**src/rtl/pipeline_sequencer_if.sv**
```systemverilog
// Control bundle between the pipeline sequencer and the datapath it steers:
// hazard/branch/halt requests in, register enables, flushes and status out.
interface pipeline_sequencer_if #(
  parameter int CNT_W = 32
);
  logic             start;
  logic             hazard;
  logic             branch_taken;
  logic             halt_id;
  logic             pc_we;
  logic             ifid_we;
  logic             ifid_flush;
  logic             idex_flush;
  logic [1:0]       state;
  logic             halted;
  logic             stall_err;
  logic [CNT_W-1:0] cycle_cnt;
  logic [CNT_W-1:0] stall_cnt;
  logic [CNT_W-1:0] flush_cnt;

  modport master (
    output start, hazard, branch_taken, halt_id,
    input  pc_we, ifid_we, ifid_flush, idex_flush,
    input  state, halted, stall_err, cycle_cnt, stall_cnt, flush_cnt
  );

  modport slave (
    input  start, hazard, branch_taken, halt_id,
    output pc_we, ifid_we, ifid_flush, idex_flush,
    output state, halted, stall_err, cycle_cnt, stall_cnt, flush_cnt
  );
endinterface

```
**src/rtl/pipeline_sequencer.sv**
```systemverilog
// Run/drain/halt sequencer for the 5-stage pipeline: Mealy enables and flushes
// for PC, IF/ID and ID/EX, plus saturating performance counters and stall_err.
module pipeline_sequencer #(
  parameter int CNT_W        = 32,
  parameter int DRAIN_CYCLES = 3,
  parameter int MAX_STALL    = 2
) (
  input  logic                clk,
  input  logic                rst,
  pipeline_sequencer_if.slave ctl
);

  localparam int DW = (DRAIN_CYCLES > 1) ? $clog2(DRAIN_CYCLES) : 1;
  localparam int SW = (MAX_STALL > 0) ? $clog2(MAX_STALL + 1) : 1;
  localparam logic [DW-1:0] DRAIN_LOAD = DW'(DRAIN_CYCLES - 1);
  localparam logic [SW-1:0] RUN_MAX    = SW'(MAX_STALL);

  typedef enum logic [1:0] {
    S_IDLE   = 2'b00,
    S_RUN    = 2'b01,
    S_DRAIN  = 2'b10,
    S_HALTED = 2'b11
  } state_t;

  state_t        state_q, state_d;
  logic [DW-1:0] drain_q, drain_d;
  logic [SW-1:0] run_q, run_d;
  logic          err_q, err_d;

  logic          pc_we_d, ifid_we_d, ifid_flush_d, idex_flush_d, halted_d;
  logic [2:0]    cnt_inc;
  logic [CNT_W-1:0] cnt_val [3];

  always_ff @(posedge clk) begin
    if (rst) begin
      state_q <= S_IDLE;
      drain_q <= '0;
      run_q   <= '0;
      err_q   <= 1'b0;
    end else begin
      state_q <= state_d;
      drain_q <= drain_d;
      run_q   <= run_d;
      err_q   <= err_d;
    end
  end

  always_comb begin
    state_d      = state_q;
    drain_d      = drain_q;
    run_d        = '0;
    pc_we_d      = 1'b0;
    ifid_we_d    = 1'b0;
    ifid_flush_d = 1'b1;
    idex_flush_d = 1'b1;
    halted_d     = 1'b0;
    cnt_inc      = 3'b000;

    unique case (state_q)
      S_IDLE: begin
        if (ctl.start) state_d = S_RUN;
      end
      S_RUN: begin
        cnt_inc[0] = 1'b1;
        if (ctl.branch_taken) begin
          // Hazard/HLT in the same cycle belong to squashed instructions.
          pc_we_d    = 1'b1;
          ifid_we_d  = 1'b1;
          cnt_inc[2] = 1'b1;
        end else if (ctl.hazard) begin
          ifid_flush_d = 1'b0;
          cnt_inc[1]   = 1'b1;
          run_d        = (run_q == RUN_MAX) ? run_q : run_q + SW'(1);
        end else if (ctl.halt_id) begin
          ifid_we_d    = 1'b1;
          idex_flush_d = 1'b0;
          drain_d      = DRAIN_LOAD;
          state_d      = S_DRAIN;
        end else begin
          pc_we_d      = 1'b1;
          ifid_we_d    = 1'b1;
          ifid_flush_d = 1'b0;
          idex_flush_d = 1'b0;
        end
      end
      S_DRAIN: begin
        cnt_inc[0] = 1'b1;
        ifid_we_d  = 1'b1;
        if (drain_q == '0) state_d = S_HALTED;
        else               drain_d = drain_q - DW'(1);
      end
      S_HALTED: begin
        halted_d = 1'b1;
        if (ctl.start) state_d = S_RUN;
      end
      default: state_d = S_IDLE;
    endcase

    err_d = err_q | (run_d == RUN_MAX);

    // Reset overrides the Mealy outputs in the same cycle, not one later.
    if (rst) begin
      pc_we_d      = 1'b0;
      ifid_we_d    = 1'b0;
      ifid_flush_d = 1'b1;
      idex_flush_d = 1'b1;
      halted_d     = 1'b0;
    end
  end

  // Counters: 0 = cycles in RUN/DRAIN, 1 = hazard stalls, 2 = branch flushes.
  for (genvar gi = 0; gi < 3; gi++) begin : gen_cnt
    logic [CNT_W-1:0] cnt_q, cnt_d;

    always_comb begin
      cnt_d = cnt_q;
      if (cnt_inc[gi] && (cnt_q != {CNT_W{1'b1}})) cnt_d = cnt_q + CNT_W'(1);
    end

    always_ff @(posedge clk) begin
      if (rst) cnt_q <= '0;
      else     cnt_q <= cnt_d;
    end

    assign cnt_val[gi] = cnt_q;
  end

  assign ctl.pc_we      = pc_we_d;
  assign ctl.ifid_we    = ifid_we_d;
  assign ctl.ifid_flush = ifid_flush_d;
  assign ctl.idex_flush = idex_flush_d;
  assign ctl.halted     = halted_d;
  assign ctl.state      = state_q;
  assign ctl.stall_err  = err_q;
  assign ctl.cycle_cnt  = cnt_val[0];
  assign ctl.stall_cnt  = cnt_val[1];
  assign ctl.flush_cnt  = cnt_val[2];

endmodule

```
**src/flat_wrapper.sv**
```systemverilog
// flat-port wrapper written by rule: the top's interface ports become plain ports
module pipeline_sequencer_flat 
#(
  parameter int CNT_W        = 32,
  parameter int DRAIN_CYCLES = 3,
  parameter int MAX_STALL    = 2
)
  (clk, rst, ctl_start, ctl_hazard, ctl_branch_taken, ctl_halt_id, ctl_pc_we, ctl_ifid_we, ctl_ifid_flush, ctl_idex_flush, ctl_state, ctl_halted, ctl_stall_err, ctl_cycle_cnt, ctl_stall_cnt, ctl_flush_cnt);
  pipeline_sequencer_if #(.CNT_W(CNT_W)) ctl_i ();
  input  logic clk;
  input  logic rst;
  input wire logic [$bits(ctl_i.start)-1:0] ctl_start;
  input wire logic [$bits(ctl_i.hazard)-1:0] ctl_hazard;
  input wire logic [$bits(ctl_i.branch_taken)-1:0] ctl_branch_taken;
  input wire logic [$bits(ctl_i.halt_id)-1:0] ctl_halt_id;
  output wire logic [$bits(ctl_i.pc_we)-1:0] ctl_pc_we;
  output wire logic [$bits(ctl_i.ifid_we)-1:0] ctl_ifid_we;
  output wire logic [$bits(ctl_i.ifid_flush)-1:0] ctl_ifid_flush;
  output wire logic [$bits(ctl_i.idex_flush)-1:0] ctl_idex_flush;
  output wire logic [$bits(ctl_i.state)-1:0] ctl_state;
  output wire logic [$bits(ctl_i.halted)-1:0] ctl_halted;
  output wire logic [$bits(ctl_i.stall_err)-1:0] ctl_stall_err;
  output wire logic [$bits(ctl_i.cycle_cnt)-1:0] ctl_cycle_cnt;
  output wire logic [$bits(ctl_i.stall_cnt)-1:0] ctl_stall_cnt;
  output wire logic [$bits(ctl_i.flush_cnt)-1:0] ctl_flush_cnt;
  assign ctl_i.start = ctl_start;
  assign ctl_i.hazard = ctl_hazard;
  assign ctl_i.branch_taken = ctl_branch_taken;
  assign ctl_i.halt_id = ctl_halt_id;
  assign ctl_pc_we = ctl_i.pc_we;
  assign ctl_ifid_we = ctl_i.ifid_we;
  assign ctl_ifid_flush = ctl_i.ifid_flush;
  assign ctl_idex_flush = ctl_i.idex_flush;
  assign ctl_state = ctl_i.state;
  assign ctl_halted = ctl_i.halted;
  assign ctl_stall_err = ctl_i.stall_err;
  assign ctl_cycle_cnt = ctl_i.cycle_cnt;
  assign ctl_stall_cnt = ctl_i.stall_cnt;
  assign ctl_flush_cnt = ctl_i.flush_cnt;
  pipeline_sequencer #(.CNT_W(CNT_W), .DRAIN_CYCLES(DRAIN_CYCLES), .MAX_STALL(MAX_STALL)) u_core (.clk(clk), .rst(rst), .ctl(ctl_i));
endmodule
```
**config.mk**
```make
export PLATFORM = sky130hd
export DESIGN_NAME = pipeline_sequencer_flat
export DESIGN_NICKNAME = d
export VERILOG_FILES = /design/src/rtl/pipeline_sequencer_if.sv /design/src/rtl/pipeline_sequencer.sv /design/src/flat_wrapper.sv
export SDC_FILE = /design/constraint.sdc
export NUM_CORES = 1
export LEC_CHECK = 0
export CAP_MARGIN = 20
export CORE_ASPECT_RATIO = 1.1
export CORE_MARGIN = 2
export CORE_UTILIZATION = 45
export DETAILED_ROUTE_END_ITERATION = 12
export HOLD_SLACK_MARGIN = 0.05
export MAX_ROUTING_LAYER = met4
export PLACE_DENSITY = 0.82
export SLEW_MARGIN = 20
export SYNTH_ARGS = -nofsm -noshare
export SYNTH_HDL_FRONTEND = slang
export SYNTH_SLANG_ARGS = --single-unit
```
**constraint.sdc**
```tcl
create_clock -name clk -period 3.1 [get_ports clk]
set_clock_uncertainty 0.1 [all_clocks]
set_input_delay 0.31 -clock clk [delete_from_list [all_inputs] [get_ports clk]]
set_output_delay 0.31 -clock clk [all_outputs]
set_load 0.02 [all_outputs]
```
==> results.py <==
metrics = {
    "outcome": {
        "run_status": "finished, final reports clean",
    },
    "worst_setup_path": {
        "crit_path_top_delay_cell": "clkdlybuf4s50_1",
        "worstPathRequired_ns": 2.69,
        "startpoint_type": "register",
        "path_cells": "ha_1 > inv_1 > or4_1 > clkdlybuf4s50_1",
        "reg2reg_setup_slack_ns": 0.46,
        "worstPathArrival_ns": 2.26,
        "r2r-start": "u_core.ctl.state[0]",
        "max_stage_delay_ns": 0.55,
        "r2r-end": "u_core.ctl.cycle_cnt[29]",
        "end_kind": "output port",
        "r2r_cells": 7,
        "crit_type": "reg -> out",
        "crit_fanout": 7,
    },
    "logic_synthesis": {
        "ys_warn_count": 0,
        "synthFlopType": "dfxtp_1",
        "synth.avg_cell_area_um2": 8.41,
        "ys_ff_latch": 103,
        "synth_cell_types": 61,
        "synthArstFlopShare_pct": 0,
        "post_synth_inst_count": 645,
        "netlist_area_mm2": 0.00542,
        "syn-num-nets": 659,
        "ys_seq_area_share_pct": 38.0,
        "synth_edf_count": 0,
    },
    "timing": {
        "tns_ns": 0,
        "clock.fmax_mhz": 375,
        "finalCriticalPeriod_ns": 2.67,
        "worstMarginPinSlew_ns": 0.732,
        "maxSlewViolCount": 0,
        "finalSetupViolCount": 0,
        "hold_ws_ns": 0.346,
        "finalHoldViolations": 0,
        "rsz0062_at_grt": "false",
        "finalCritPeriodShare_pct": 86.0,
        "relSlewSlack_pct": 51.2,
    },
    "die": {
        "dieArea_mm2": 0.0129,
        "die_h_um": 119,
        "fp.dieW_um": 109,
        "core.rowCount": 42,
        "ios": 110,
        "start_util_pct": 45.7,
        "core-area_mm2": 0.0119,
    },
    "placement": {
        "place_area_mm2": 0.00663,
        "port_buffers": 109,
        "dpl.hpwl_um": 10100,
        "placed_cells_incl_taps": 885,
        "globalplace.congestion": 0.919,
    },
    "cts": {
        "cts_tree": "built",
        "clock-sinks": 103,
        "cts_resized": 0,
        "cts_buffers": 9,
        "postCtsSetupRepairBufs": 0,
        "htree_levels": 3,
        "insertion_delay_ns": 0.35,
        "clockBufferDepth": 2,
        "hold_buffers": 0,
        "root_buffer": "clkbuf_16",
        "clk_pin_slew_ns": 0.07,
    },
    "worst_hold_path": {
        "hold-path-endpoint": "u_core.drain_q[0]",
        "min_from": "rst",
        "hp-class": "in -> reg",
        "whs_path_depth": 2,
    },
    "pwr": {
        "pwr-share-comb_pct": 14.3,
        "p_sw_mw": 0.782,
        "power.density_mw_per_mm2": 434,
        "internal_power_mw": 2.23,
        "seq_power_share_pct": 46.5,
        "clock_power_share_pct": 39.2,
        "leakage_nw": 2.22,
        "max-vdd-ir-drop_mv": 0.248,
        "power_mw": 3.01,
        "switching_share_pct": 26.0,
    },
    "grt": {
        "gr-usage-all-layers_pct": 23.0,
        "top_usage_layer": "met2",
        "grt_start_max_net_pins": 73,
        "grt_overflow_total": 0,
        "met2_usage_pct": 37.7,
        "grt.met1_usage_pct": 28.2,
        "grt_pass1_wl_um": 23700,
        "antenna_found_initial": 0,
        "first_global_vias": 5075,
        "met3_usage_pct": 3.12,
    },
    "final_layout": {
        "final_cells": 901,
        "nets": 756,
        "finish.instance_area_mm2": 0.00694,
        "layout_commonest_cell": "clkdlybuf4s50_1",
        "final_cell_mix": "108 x clkdlybuf4s50_1, 103 x dfxtp_1, 55 x nor2_1",
        "n_antenna_cell": 0,
        "drive_gt1_share_pct": 7.23,
        "syn_to_final_growth_pct": 27.9,
    },
    "route": {
        "final_antenna_net_count": 0,
        "dr.pass1.iters": 5,
        "vias_per_cell": 5.94,
        "routed_wl_um": 14200,
        "drc_errors": 0,
        "vias": 5348,
        "first_iter_violations": 300,
        "wl_per_cell_um": 15.8,
    },
    "run": {
        "cap_violations": 0,
    },
}
[stage by stage]
stage               util [%]  setup WS (ns)
floorplan                  -          0.508
global placement        55.8          0.493
detailed placement      55.8          0.444
CTS                     58.4          0.428
global route            58.4          0.287
finish                  58.4          0.433
[cell families (layout without fill, tap and decap cells)]
family,count (synthesis),after routing,share of synthesized area [%]
compound gates,158,158,19.3
xor+xnor,28,28,4.52
flops,103,103,38.0
fa+ha+maj,8,8,1.85
buf+inv,59,161,4.71
simple gates,282,282,30.2
mux,7,7,1.41
[cell type report]
class	instances	area, um^2
fillers	1065	4940
clock buffers	13	270
well taps	154	193
flip-flops and latches	103	2060
clock inverters	3	40.0
repair buffers	121	1180
inverters	24	90.1
multi-input cells	483	3110
[critical path, delay by kind of cell, from the launching register on]
kind | cells | cell delay, ns
buffers and inverters | 2 | 0.69
AND/OR/NAND/NOR | 1 | 0.51
flip-flops | 1 | 0.40
adder cells (fa/ha/maj) | 1 | 0.31
[power by group through the flow]
stage	combinational [mW]	clock, mW	sequential (mW)
global route	0.472	1.26	1.41
detailed placement	0.430	0	1.43
global placement	0.410	0	1.43
finish	0.430	1.18	1.40
floorplan	0.255	0	1.46
CTS	0.433	1.20	1.40
[worst max path at each step]
stage	start	to	slack [ns]	cells past startpoint
2_1_floorplan	u_core.ctl.state[0]	u_core.ctl.cycle_cnt[29]	0.51	8
6_report	u_core.ctl.state[0]	ctl_ifid_flush	0.43	4
3_5_place_dp	ctl_branch_taken	u_core.ctl.stall_cnt[30]	0.44	6
3_3_place_gp	ctl_branch_taken	u_core.ctl.stall_cnt[30]	0.49	6
5_1_grt	u_core.ctl.state[0]	u_core.ctl.cycle_cnt[23]	0.29	7
4_1_cts	u_core.ctl.state[0]	ctl_ifid_flush	0.43	4
[cells in the mapped netlist (3+ instances only)]
| library cell | number | share of area (%) |
|---|---|---|
| a2111oi_0 | 10 | 1.6 |
| a211oi_1 | 10 | 1.4 |
| a21oi_1 | 49 | 4.5 |
| a311oi_1 | 3 | 0.48 |
| a31o_2 | 4 | 0.65 |
| a31oi_1 | 7 | 0.81 |
| and2_1 | 8 | 0.92 |
| and3_1 | 14 | 1.6 |
| and4_1 | 11 | 1.8 |
| buf_2 | 8 | 0.74 |
| clkbuf_1 | 22 | 1.5 |
| dfxtp_1 | 103 | 38 |
| ha_1 | 8 | 1.8 |
| inv_1 | 24 | 1.7 |
| mux2_2 | 5 | 1.0 |
| nand2_1 | 43 | 3.0 |
| nand3_1 | 32 | 3.0 |
| nand4_1 | 24 | 2.8 |
| nor2_1 | 55 | 3.8 |
| nor2b_1 | 7 | 0.81 |
| nor3_1 | 10 | 0.92 |
| nor4_1 | 6 | 0.69 |
| o211ai_1 | 6 | 0.83 |
| o21a_1 | 8 | 1.1 |
| o21ai_0 | 28 | 2.6 |
| o31a_1 | 4 | 0.65 |
| o31ai_1 | 18 | 2.5 |
| o41ai_1 | 3 | 0.48 |
| or2_1 | 3 | 0.35 |
| or2_2 | 3 | 0.35 |
| or3_1 | 23 | 2.7 |
| or4_1 | 24 | 3.3 |
| xnor2_1 | 24 | 3.9 |
| xor2_1 | 4 | 0.65 |
[registers in the layout, indices dropped and copies added, names as in the netlist]
name                  cells
u_core.ctl.stall_cnt     32
u_core.run_q              2
u_core.drain_q            2
u_core.ctl.state          2
u_core.ctl.cycle_cnt     32
u_core.ctl.stall_err      1
u_core.ctl.flush_cnt     32
[metal layers]
metal	wire length, um	vias to the layer above
li1	-	2612
met1	6220	2533
met2	7000	179
met3	701	24
met4	306	0
met5	0	-
Note: power is estimated with default switching activity, not from simulation.
